## src/rtl/mult4_pkg.sv

```systemverilog
// Shared definitions for the 4-bit multiplier datapath: product width, FSM states
// and the sign-extend / clamp helpers used by the saturating accumulator.
package mult4_pkg;

  localparam int PROD_W = 4;

  typedef enum logic [0:0] {
    ACCUM = 1'b0,
    HOLD  = 1'b1
  } state_t;

  function automatic int sext_prod(input logic [PROD_W-1:0] y);
    return int'(signed'(y));
  endfunction

  // Clamp to the signed range of a w-bit two's-complement value (w <= 31).
  function automatic int clamp_int(input int v, input int w);
    int hi;
    int lo;
    hi = (1 << (w - 1)) - 1;
    lo = -(1 << (w - 1));
    if (v > hi) return hi;
    if (v < lo) return lo;
    return v;
  endfunction

endpackage

```

## src/rtl/mult4_accumulator_if.sv

```systemverilog
// Term input stream and frame result stream of the accumulator.
interface mult4_accumulator_if #(
  parameter int ACC_W = 8,
  parameter int CNT_W = 5
);
  logic                          in_valid;
  logic                          in_ready;
  logic [mult4_pkg::PROD_W-1:0]  in_y;
  logic                          in_last;
  logic                          out_valid;
  logic                          out_ready;
  logic signed [ACC_W-1:0]       out_sum;
  logic [CNT_W-1:0]              out_count;
  logic                          out_sat;

  modport master (
    output in_valid, in_y, in_last, out_ready,
    input  in_ready, out_valid, out_sum, out_count, out_sat
  );

  modport slave (
    input  in_valid, in_y, in_last, out_ready,
    output in_ready, out_valid, out_sum, out_count, out_sat
  );
endinterface

```

## src/rtl/mult4_accumulator_sat_add.sv

```systemverilog
// Combinational signed saturating adder: ACC_W accumulator plus sign-extended product.
module sat_add
  import mult4_pkg::*;
#(
  parameter int ACC_W = 8
) (
  input  logic signed [ACC_W-1:0] i_a,
  input  logic [PROD_W-1:0]       i_b,
  output logic signed [ACC_W-1:0] o_sum,
  output logic                    o_ovf
);

  int w_wide;
  int w_clamped;

  // Exact sum fits easily in 32 bits for any ACC_W up to 30.
  always_comb begin
    w_wide    = int'(i_a) + sext_prod(i_b);
    w_clamped = clamp_int(w_wide, ACC_W);
    o_ovf     = (w_clamped != w_wide);
    o_sum     = ACC_W'(w_clamped);
  end

endmodule

```

## src/rtl/mult4_accumulator.sv

```systemverilog
// Frame accumulator behind the 4-bit signed multiplier: sums products with
// saturation and emits sum, term count and sticky saturation flag per frame.
module mult4_accumulator
  import mult4_pkg::*;
#(
  parameter int ACC_W     = 8,
  parameter int MAX_TERMS = 16,
  parameter int CNT_W     = $clog2(MAX_TERMS + 1)
) (
  input  logic                i_clk,
  input  logic                i_rst_n,
  input  logic                i_clear,
  mult4_accumulator_if.slave  bus
);

  state_t                  r_state;
  state_t                  w_state_nxt;
  logic signed [ACC_W-1:0] r_acc;
  logic [CNT_W-1:0]        r_cnt;
  logic                    r_sat;
  logic signed [ACC_W-1:0] r_out_sum;
  logic [CNT_W-1:0]        r_out_count;
  logic                    r_out_sat;

  logic                    w_in_ready;
  logic                    w_take;
  logic                    w_close;
  logic [CNT_W-1:0]        w_cnt_inc;
  logic signed [ACC_W-1:0] w_sum;
  logic                    w_ovf;

  sat_add #(.ACC_W(ACC_W)) u_sat_add (
    .i_a   (r_acc),
    .i_b   (bus.in_y),
    .o_sum (w_sum),
    .o_ovf (w_ovf)
  );

  assign w_in_ready = i_rst_n & (r_state == ACCUM);
  // clear beats a term offered in the same cycle
  assign w_take     = bus.in_valid & w_in_ready & ~i_clear;
  assign w_cnt_inc  = r_cnt + 1'b1;
  assign w_close    = w_take & (bus.in_last | (w_cnt_inc == CNT_W'(MAX_TERMS)));

  always_ff @(posedge i_clk) begin
    if (!i_rst_n) r_state <= ACCUM;
    else          r_state <= w_state_nxt;
  end

  always_comb begin
    w_state_nxt = r_state;
    unique case (r_state)
      ACCUM: if (w_close) w_state_nxt = HOLD;
      HOLD:  if (bus.out_ready) w_state_nxt = ACCUM;
      default: w_state_nxt = ACCUM;
    endcase
  end

  always_ff @(posedge i_clk) begin
    if (!i_rst_n) begin
      r_acc       <= '0;
      r_cnt       <= '0;
      r_sat       <= 1'b0;
      r_out_sum   <= '0;
      r_out_count <= '0;
      r_out_sat   <= 1'b0;
    end else if (r_state == ACCUM) begin
      if (i_clear) begin
        r_acc <= '0;
        r_cnt <= '0;
        r_sat <= 1'b0;
      end else if (w_close) begin
        r_out_sum   <= w_sum;
        r_out_count <= w_cnt_inc;
        r_out_sat   <= r_sat | w_ovf;
        r_acc       <= '0;
        r_cnt       <= '0;
        r_sat       <= 1'b0;
      end else if (w_take) begin
        r_acc <= w_sum;
        r_cnt <= w_cnt_inc;
        r_sat <= r_sat | w_ovf;
      end
    end
  end

  assign bus.in_ready  = w_in_ready;
  assign bus.out_valid = (r_state == HOLD);
  assign bus.out_sum   = r_out_sum;
  assign bus.out_count = r_out_count;
  assign bus.out_sat   = r_out_sat;

endmodule

```

## src/flat_wrapper.sv

```systemverilog
// flat-port wrapper written by rule: the top's interface ports become plain ports
module mult4_accumulator_flat import mult4_pkg::*;
#(
  parameter int ACC_W     = 8,
  parameter int MAX_TERMS = 16,
  parameter int CNT_W     = $clog2(MAX_TERMS + 1)
)
  (i_clk, i_rst_n, i_clear, bus_in_valid, bus_in_y, bus_in_last, bus_out_ready, bus_in_ready, bus_out_valid, bus_out_sum, bus_out_count, bus_out_sat);
  mult4_accumulator_if #(.ACC_W(ACC_W), .CNT_W(CNT_W)) bus_i ();
  input  logic i_clk;
  input  logic i_rst_n;
  input  logic i_clear;
  input wire logic [$bits(bus_i.in_valid)-1:0] bus_in_valid;
  input wire logic [$bits(bus_i.in_y)-1:0] bus_in_y;
  input wire logic [$bits(bus_i.in_last)-1:0] bus_in_last;
  input wire logic [$bits(bus_i.out_ready)-1:0] bus_out_ready;
  output wire logic [$bits(bus_i.in_ready)-1:0] bus_in_ready;
  output wire logic [$bits(bus_i.out_valid)-1:0] bus_out_valid;
  output wire logic [$bits(bus_i.out_sum)-1:0] bus_out_sum;
  output wire logic [$bits(bus_i.out_count)-1:0] bus_out_count;
  output wire logic [$bits(bus_i.out_sat)-1:0] bus_out_sat;
  assign bus_i.in_valid = bus_in_valid;
  assign bus_i.in_y = bus_in_y;
  assign bus_i.in_last = bus_in_last;
  assign bus_i.out_ready = bus_out_ready;
  assign bus_in_ready = bus_i.in_ready;
  assign bus_out_valid = bus_i.out_valid;
  assign bus_out_sum = bus_i.out_sum;
  assign bus_out_count = bus_i.out_count;
  assign bus_out_sat = bus_i.out_sat;
  mult4_accumulator #(.ACC_W(ACC_W), .MAX_TERMS(MAX_TERMS), .CNT_W(CNT_W)) u_core (.i_clk(i_clk), .i_rst_n(i_rst_n), .i_clear(i_clear), .bus(bus_i));
endmodule
```

## config.mk

```make
export PLATFORM = sky130hd
export DESIGN_NAME = mult4_accumulator_flat
export DESIGN_NICKNAME = d
export VERILOG_FILES = /design/src/rtl/mult4_pkg.sv /design/src/rtl/mult4_accumulator_if.sv /design/src/rtl/mult4_accumulator_sat_add.sv /design/src/rtl/mult4_accumulator.sv /design/src/flat_wrapper.sv
export SDC_FILE = /design/constraint.sdc
export NUM_CORES = 1
export LEC_CHECK = 0
export CAP_MARGIN = 25
export CORE_MARGIN = 10
export CORE_UTILIZATION = 35
export CTS_CLUSTER_DIAMETER = 80
export CTS_CLUSTER_SIZE = 25
export DETAILED_ROUTE_END_ITERATION = 10
export DONT_BUFFER_PORTS = 1
export GPL_TIMING_DRIVEN = 0
export PLACE_DENSITY_LB_ADDON = 0.3
export SYNTH_ARGS = -nofsm -noshare
export SYNTH_HDL_FRONTEND = slang
export SYNTH_SLANG_ARGS = --single-unit
```

## constraint.sdc

```tcl
create_clock -name i_clk -period 3.7 [get_ports i_clk]
set_input_delay 0.37 -clock i_clk [delete_from_list [all_inputs] [get_ports i_clk]]
set_output_delay 0.37 -clock i_clk [all_outputs]
set_load 0.01 [all_outputs]
```

==> results of run 1 <==
==> worst register-to-register path: stages (launching register included) <==
cell	delay, ns
sky130_fd_sc_hd__dfxtp_1	0.33
sky130_fd_sc_hd__ha_1	0.22
sky130_fd_sc_hd__fa_1	0.41
sky130_fd_sc_hd__a21o_1	0.20
sky130_fd_sc_hd__a221oi_2	0.40
sky130_fd_sc_hd__o311ai_4	0.17
sky130_fd_sc_hd__buf_4	0.20
sky130_fd_sc_hd__o21ai_1	0.22
sky130_fd_sc_hd__a31oi_1	0.12
==> per-stage QoR <==
stage | instances | power, mW | hold slack [ns]
after CTS | 263 | 0.670 | 0.262
after global placement | 255 | 0.416 | 0.483
after detailed placement | 255 | 0.416 | 0.488
after global routing | 263 | 0.695 | 0.303
after floorplan | 188 | 0.397 | 0.462
final | 263 | 0.662 | 0.268
==> synth_stat cells (3+ instances only) <==
| cell type | count |
|---|---|
| sky130_fd_sc_hd__a21o_1 | 5 |
| sky130_fd_sc_hd__a31oi_1 | 14 |
| sky130_fd_sc_hd__nor2b_1 | 5 |
| sky130_fd_sc_hd__o211a_1 | 5 |
| sky130_fd_sc_hd__nand2_1 | 26 |
| sky130_fd_sc_hd__o21ai_0 | 10 |
| sky130_fd_sc_hd__o21ai_1 | 10 |
| sky130_fd_sc_hd__nand2b_1 | 6 |
| sky130_fd_sc_hd__ha_1 | 10 |
| sky130_fd_sc_hd__xor2_1 | 5 |
| sky130_fd_sc_hd__nor2_1 | 4 |
| sky130_fd_sc_hd__inv_1 | 3 |
| sky130_fd_sc_hd__xnor2_1 | 5 |
| sky130_fd_sc_hd__buf_4 | 4 |
| sky130_fd_sc_hd__dfxtp_1 | 29 |
| sky130_fd_sc_hd__clkbuf_1 | 3 |
| sky130_fd_sc_hd__a21oi_1 | 7 |
==> area by class of cell <==
type                    count  area (sq um)  area share
clock inverters             2          10.0     0.00537
plain buffers              11          73.8      0.0396
inverters                   3          11.3     0.00604
well taps                  67          83.8      0.0449
flip-flops and latches     29           581       0.311
multi-input cells         145          1030       0.554
clock buffers               6          72.6      0.0389
==> sequential cells by signal, indices dropped and copies added (netlist names) <==
register / cells
u_core.bus.out_sum: 8
u_core.r_acc: 8
u_core.bus.out_count: 5
u_core.r_cnt: 5
u_core.bus.out_sat: 1
u_core.bus.out_valid: 1
u_core.r_sat: 1
==> cell families (layout without fill, tap and decap cells) <==
group / after synthesis / count (layout) / share of synthesized area
XOR/XNOR: 10 / 10 / 0.0515
adder cells (fa/ha/maj): 11 / 11 / 0.0854
buffers and inverters: 14 / 22 / 0.0501
AO/OA/AOI/OAI: 67 / 67 / 0.289
multiplexers: 2 / 2 / 0.0118
AND/OR/NAND/NOR: 55 / 55 / 0.170
flip-flops: 29 / 29 / 0.342
==> routing by layer <==
metal	global-route usage	part of all wire	vias to the layer above
li1	-	-	694
met1	0.132	0.47	615
met2	0.151	0.44	28
met3	0.0523	0.075	4
met4	0.0390	0.014	0
met5	0	0	-
==> power groups by stage <==
stage / sequential [mW] / clock [mW] / combinational (mW)
after detailed placement: 0.334 / 0 / 0.0814
after global routing: 0.328 / 0.275 / 0.0917
after floorplan: 0.332 / 0 / 0.0648
after CTS: 0.327 / 0.261 / 0.0821
final: 0.327 / 0.254 / 0.0809
after global placement: 0.334 / 0 / 0.0814
==> cells in the final DEF, fill, tap and decap left out, types with 2 or more instances in the layout <==
cell type | Yosys | routed
sky130_fd_sc_hd__o211a_1 | 5 | 5
sky130_fd_sc_hd__xnor2_1 | 5 | 5
sky130_fd_sc_hd__or2_2 | 2 | 2
sky130_fd_sc_hd__o211ai_1 | 2 | 2
sky130_fd_sc_hd__and3_1 | 2 | 2
sky130_fd_sc_hd__xor2_1 | 5 | 5
sky130_fd_sc_hd__a21oi_1 | 7 | 7
sky130_fd_sc_hd__ha_1 | 10 | 10
sky130_fd_sc_hd__nor2_1 | 4 | 4
sky130_fd_sc_hd__buf_2 | 2 | 2
sky130_fd_sc_hd__clkbuf_8 | 0 | 5
sky130_fd_sc_hd__clkinv_2 | 0 | 2
sky130_fd_sc_hd__buf_4 | 4 | 4
sky130_fd_sc_hd__nand2_1 | 26 | 26
sky130_fd_sc_hd__dfxtp_1 | 29 | 29
sky130_fd_sc_hd__a31oi_1 | 14 | 14
sky130_fd_sc_hd__o21ai_0 | 10 | 10
sky130_fd_sc_hd__a21o_1 | 5 | 5
sky130_fd_sc_hd__inv_1 | 3 | 3
sky130_fd_sc_hd__o21ai_1 | 10 | 10
sky130_fd_sc_hd__clkbuf_1 | 3 | 4
sky130_fd_sc_hd__buf_6 | 2 | 2
sky130_fd_sc_hd__nand3_1 | 2 | 2
sky130_fd_sc_hd__a22oi_1 | 2 | 2
sky130_fd_sc_hd__mux2i_1 | 2 | 2
sky130_fd_sc_hd__nand2b_1 | 6 | 6
sky130_fd_sc_hd__nor2b_1 | 5 | 5
==> final timing paths <==
check	slack, ns	cells past startpoint	start	to
max reg2reg	1.31	8	u_core.r_acc[0]	u_core.r_acc[2]
max	1.31	8	u_core.r_acc[0]	u_core.r_acc[2]
min	0.27	2	bus_out_ready	u_core.bus.out_valid
min reg2reg	0.49	2	u_core.r_acc[6]	u_core.r_acc[6]
==> run summary, run 1 <==
The element type at the critical path end is a flip-flop. The maximum count of clock buffers along a single path came out at 2. The share of async-settable or async-resettable flops after synthesis came out at 0. The share of total power dissipated in the clock network is 0.384. In this run the power density over the cells is 355 nW/um^2. The number of remaining DRC errors came out at 0. The internal power consumption came out at 0.481 mW. The total die area is 8040 sq um. The highest achievable clock rate is 418 MHz. The final period utilization is 0.647. The number of distinct library cell variants in the gate-level netlist after synthesis came out at 46.

The cell type group with the largest total delay on the critical path is compound AO/OA/AOI/OAI gates. The switching component of the power is 0.181 mW. The first-pass GRT wire length came out at 6430 microns. The total nets after synthesis came out at 209. The signal on the critical path passes through ha_1 > fa_1 > a21o_1 > a221oi_2 > o311ai_4 > buf_4 > o21ai_1 > a31oi_1. Setup violations remaining at the end of the flow were counted as 0.

The leakage power total came out at 0.788 nW. The top cell type's share of synthesized area came out at 0.342. Data on the critical path arrives at its endpoint at 2.56 ns. The average via count per standard cell is 5.10. The total number of yosys warnings is 0. The site row count came out at 25.

The number of hold violations in the final report is 0. Ranked by total cell area, the synthesized netlist is headed by sky130_fd_sc_hd__dfxtp_1 34%, sky130_fd_sc_hd__ha_1 7.4%, sky130_fd_sc_hd__nand2_1 5.7%. The synthesized design spends more area on one cell type than any other, namely sky130_fd_sc_hd__dfxtp_1. For this block, the initial DRC count from the detailed router was 42. The netlist area before placement came out at 1700 sq um. The largest fanout on the critical path is 10. The first detailed-routing pass took 6 iterations. For this run, the share of the core covered by cells in the final layout is 0.395. The count of input and output buffers came out at 0. The post-CTS setup-driven buffer insertion count is 0. During I/O placement, the number of pins put on the boundary was 26. The H-tree generated during clock tree synthesis spans 2 levels.

Routability-driven placement finished with a final weighted congestion of 0.834. The CTS root buffer is sky130_fd_sc_hd__clkbuf_8. The average detailed-routed wire length per instance is 14.8 microns.

Post-CTS repair changed the size of 0 cells. Setup repair after global routing left no endpoint under its margin. The HPWL after detailed placement is 2960 microns. The via count of the first global-routing pass came to 1285. The most instantiated flip-flop cell in the synthesis netlist is sky130_fd_sc_hd__dfxtp_1. TritonCTS built the clock tree. The clock insertion delay at the later pin of the skew report is 0.29 ns. The floorplan step set the die width to 89.7 microns. The total global-route track usage came out at 0.105. The critical path startpoint category is a flip-flop. The count of hold buffers inserted by post-cts repair came out at 0.

The number of nets with antenna violations after detailed routing is 0. The number of buffers added by the clock tree synthesis step came out at 5. The total global routing overflow came out at 0. The number of fillers in the final layout is 489. The sequential-to-total area share from yosys stat came out at 0.342. The worst-case vdd ir drop is 0.162 mV. The total buffers and inverters traversed by the critical path came out at 1. The cell count after synthesis is 188. The number of synthesized flops with an enable pin came out at 0. In the final layout, the share of cells above drive strength 1 is 0.133.

The initial antenna violation count came out at 0. The TritonCTS sink count came out at 29. The tightest min-delay check is of the in -> reg type. The remaining max-slew budget at the tightest pin came out at 0.658. The portion of total power attributed to combinational logic is 0.122. The setup TNS came out at 0 ns. The clock transition at the register clock pins on the worst setup and hold paths after CTS came out at 0.06 ns. The final route contains 1341 vias. Across the routed clock network, the largest skew measured is 0.00474 ns. The overall die height is 89.7 microns. Setup slack on the critical path of the routed design comes to 1.31 ns. The fraction of power spent switching nets is 0.273.

The post-synthesis to final-layout area growth is 9.79%. The worst path in the final design needs a cycle of 2.39 ns, including I/O delays and setup. The net count of the finished layout is 216. At the pin with the least slew margin, the transition time is 0.513 ns. The largest single stage delay on the critical path is 0.41 ns. The share of total power in sequential cells is 0.494. The initial core utilization is 0.360. The final max-slew violation count is 0. 0 antenna diodes ended up in the layout. In this run, synthesis produced a sequential element count of 29. The core region is 4720 sq um.

The post-synthesis average cell area came out at 9.04 sq um. The endpoint required time on the critical path is 3.87 ns. The type of the setup path with the least slack is reg -> reg. The number of maximum-capacitance violations came out at 0. The post-detailed-routing wire length came out at 3900 microns.

The flow ran to the end, and the final reports show no timing, DRC or antenna violations. The maximum number of pins on one net before global-route repair came out at 11. The worst-case setup slack after placement came out at 1.23 ns. The area of placed instances is 1780 sq um. The largest individual stage delay along the critical path comes from the cell sky130_fd_sc_hd__fa_1. The final design area excluding fillers came out at 1870 sq um.
Note: power is estimated with default switching activity, not from simulation.
==> run 2: changes to the inputs <==
- clock period: 3.7 -> 2 ns (I/O delays scaled with it)
==> run summary, run 2 (synthesized netlist as in run 1, its figures left out) <==
The flow ran to the end, but the final reports show violations. The checks that failed: negative setup slack. The number of remaining DRC errors came out at 0 (unchanged). The via count of the first global-routing pass came to 1399 (+8.9%).

The number of maximum-capacitance violations is 0 (unchanged). The initial antenna violation count came out at 0 (unchanged). The total global-route track usage came out at 0.110 (+0.00489). The post-detailed-routing wire length came to 4290 microns (+10%). The total setup violations reported at the end of the flow came out at 14 (+14). The internal reg-to-reg setup slack came to -0.07 ns (-1.38 ns). The final RePlAce weighted congestion is 0.849 (+1.9%). The initial detailed-routing violation count was 77 (+83%). The final period utilization came out at 1.03 (+0.388). The minimum period implied by the final worst setup slack came out at 2.07 ns (-0.324 ns).

The initial core utilization is 0.360 (unchanged). The slew of the pin with the lowest slew margin is 0.518 ns (+0.00552 ns). Clock tree synthesis selected as its root buffer the cell sky130_fd_sc_hd__clkbuf_8. The die outline width came out at 89.7 microns (unchanged). The leakage power total is 0.853 nW (+8.1%).

The deepest level of the CTS H-tree is 2 (unchanged). The library cell used most frequently in the layout, excluding fill and tap cells, is sky130_fd_sc_hd__dfxtp_1. The top cell types in the final layout, fill and taps aside, are 27 x sky130_fd_sc_hd__dfxtp_1, 26 x sky130_fd_sc_hd__nand2_1, 13 x sky130_fd_sc_hd__a31oi_1. The area of placed instances is 1830 sq um (+2.6%). The number of cells on the worst reg-to-reg path came out at 8 (unchanged).

The critical path startpoint category is a flip-flop. The final max-slew violation count is 0 (unchanged). The maximum number of pins on one net before global-route repair is 11 (unchanged). The final design area excluding fillers is 2070 sq um (+11%). The number of primary I/O pins is 26 (unchanged).

The endpoint required time on the critical path came to 2.16 ns (-1.71 ns). The final cell count without fillers came out at 272 (+3.4%). The remaining max-slew budget at the tightest pin is 0.655 (-0.00368). TritonCTS built the clock tree. The number of buffers added by the clock tree synthesis step was 5 (unchanged). The first-pass GRT wire length was 6890 microns (+7.1%). The total half-perimeter wirelength after legalization and detailed placement came to 3060 microns (+3.3%).

The number of fillers in the final layout came out at 488 (-0.20%). The count of hold buffers inserted by post-cts repair is 0 (unchanged). The number of nets with antenna violations after detailed routing is 0 (unchanged).

The post-synthesis to final-layout area growth is 22.1%. The TritonCTS sink count came to 29 (unchanged). STA classifies the critical path endpoint as a flip-flop.

The vias after detailed routing came out at 1418 (+5.7%). The largest fanout on the critical path is 7 (-3). The worst setup path is of the reg -> reg kind. The clock insertion delay at the later pin of the skew report is 0.28 ns (about the same). The power density relative to cell area came out at 620 nW/um^2 (+75%). The layout cell share with drive strength beyond 1 is 0.239 (+0.106). Setup repair after global routing could not meet its margin everywhere.

The count of input and output buffers came to 0 (unchanged). The endpoint arrival time on the critical path came to 2.23 ns (-0.33 ns). The worst register-to-register path begins at u_core.r_acc[0]. The cell count after placement came out at 255 (unchanged). The highest achievable clock rate came out at 483 MHz (+16%). The maximum clock skew at final layout was 0.00245 ns (-0.00229 ns).

The area of the core region is 4720 sq um (unchanged). The total number of nets in the final design is 226 (+4.6%). The clock transition at the register clock pins on the worst setup and hold paths after CTS came out at 0.06 ns (about the same). The worst setup slack after layout was -0.0691 ns (-1.38 ns). The number of hold violations in the final report came to 0 (unchanged). The overall die height came out at 89.7 microns (unchanged). The endpoint identified for the worst register-to-register timing path is u_core.bus.out_sum[2]. The count of inserted antenna diode cells is 0 (unchanged). The first-pass iteration count of the detailed router came out at 4 (-2). The site row count is 25 (unchanged). The average via count per standard cell was 5.21 (+2.2%).

The maximum count of clock buffers along a single path came to 2 (unchanged). The worst hold path belongs to the class in -> reg. The total die area is 8040 sq um (unchanged). The total global routing overflow is 0 (unchanged).

In this run the worst setup path terminates at u_core.bus.out_sum[2]. Tracing the worst setup path back leads to its startpoint at u_core.r_acc[0]. The worst-case vdd ir drop came to 0.284 mV (+76%). The average detailed-routed wire length per instance came out at 15.8 microns (+6.4%).
[run 2: cell count changes in the layout (fill, tap and decap cells not counted), sizes merged]
| cell | change |
|---|---|
| buf | +10 |
| clkinv | -2 |
| clkbuf | +1 |
[run 2: worst min path at each step]
stage | startpoint | to | slack, ns | cells past startpoint
finish | bus_out_ready | u_core.bus.out_valid | 0.11 | 2
global route | bus_out_ready | u_core.bus.out_valid | 0.12 | 2
CTS | bus_out_ready | u_core.bus.out_valid | 0.11 | 2
detailed placement | bus_out_ready | u_core.bus.out_valid | 0.40 | 2
global placement | bus_out_ready | u_core.bus.out_valid | 0.40 | 2
floorplan | bus_out_ready | u_core.bus.out_valid | 0.39 | 2
[run 2: final cells by class]
cell class,instances,area [sq um],share of cell area
Inverter,3,11.3,0.00543
Multi-Input combinational cell,145,1150,0.553
Buffer,11,87.6,0.0422
Sequential cell,29,586,0.282
Clock buffer,7,86.3,0.0416
Timing Repair Buffer,10,72.6,0.0350
Tap cell,67,83.8,0.0404
[run 2: routing by layer]
| metal | share of wire | global-route usage |
|---|---|---|
| met5 | 0 | 0 |
| met4 | 0.014 | 0.0390 |
| met3 | 0.080 | 0.0406 |
| met2 | 0.47 | 0.183 |
| met1 | 0.43 | 0.127 |
[run 2: per-stage QoR]
step | util | setup slack [ns] | total power, mW | hold slack (ns) | TNS, ns
2_1_floorplan | - | -0.0275 | 0.745 | 0.388 | -0.0451
3_3_place_gp | 0.387 | -0.189 | 0.781 | 0.400 | -2.62
3_5_place_dp | 0.387 | -0.211 | 0.782 | 0.402 | -3.01
4_1_cts | 0.424 | -0.0790 | 1.29 | 0.107 | -0.751
5_1_grt | 0.439 | -0.208 | 1.34 | 0.120 | -2.54
6_report | 0.439 | -0.0691 | 1.29 | 0.109 | -0.615
[run 2: what timing repair did]
item                       in CTS  in global routing
resized for setup               9                  9
setup endpoints to repair      22                 25
hold endpoints to repair        0                  0
setup buffers                   5                  4
gates cloned                    1                  0
pin swaps                       9                  9
[run 2: worst max-delay path: stages (launching register included)]
cell                       delay, ns
sky130_fd_sc_hd__dfxtp_4        0.35
sky130_fd_sc_hd__ha_4           0.16
sky130_fd_sc_hd__fa_2           0.33
sky130_fd_sc_hd__a21o_1         0.20
sky130_fd_sc_hd__a221oi_4       0.29
sky130_fd_sc_hd__o311ai_4       0.18
sky130_fd_sc_hd__buf_6          0.19
sky130_fd_sc_hd__o21ai_4        0.16
sky130_fd_sc_hd__a31oi_1        0.08
[run 2: report_power, final]
group	internal (mW)	switching [mW]	total (mW)	leakage, nW
clock network	0.273	0.216	0.488	0.0443
registers	0.590	0.0149	0.605	0.236
logic	0.0803	0.113	0.193	0.572
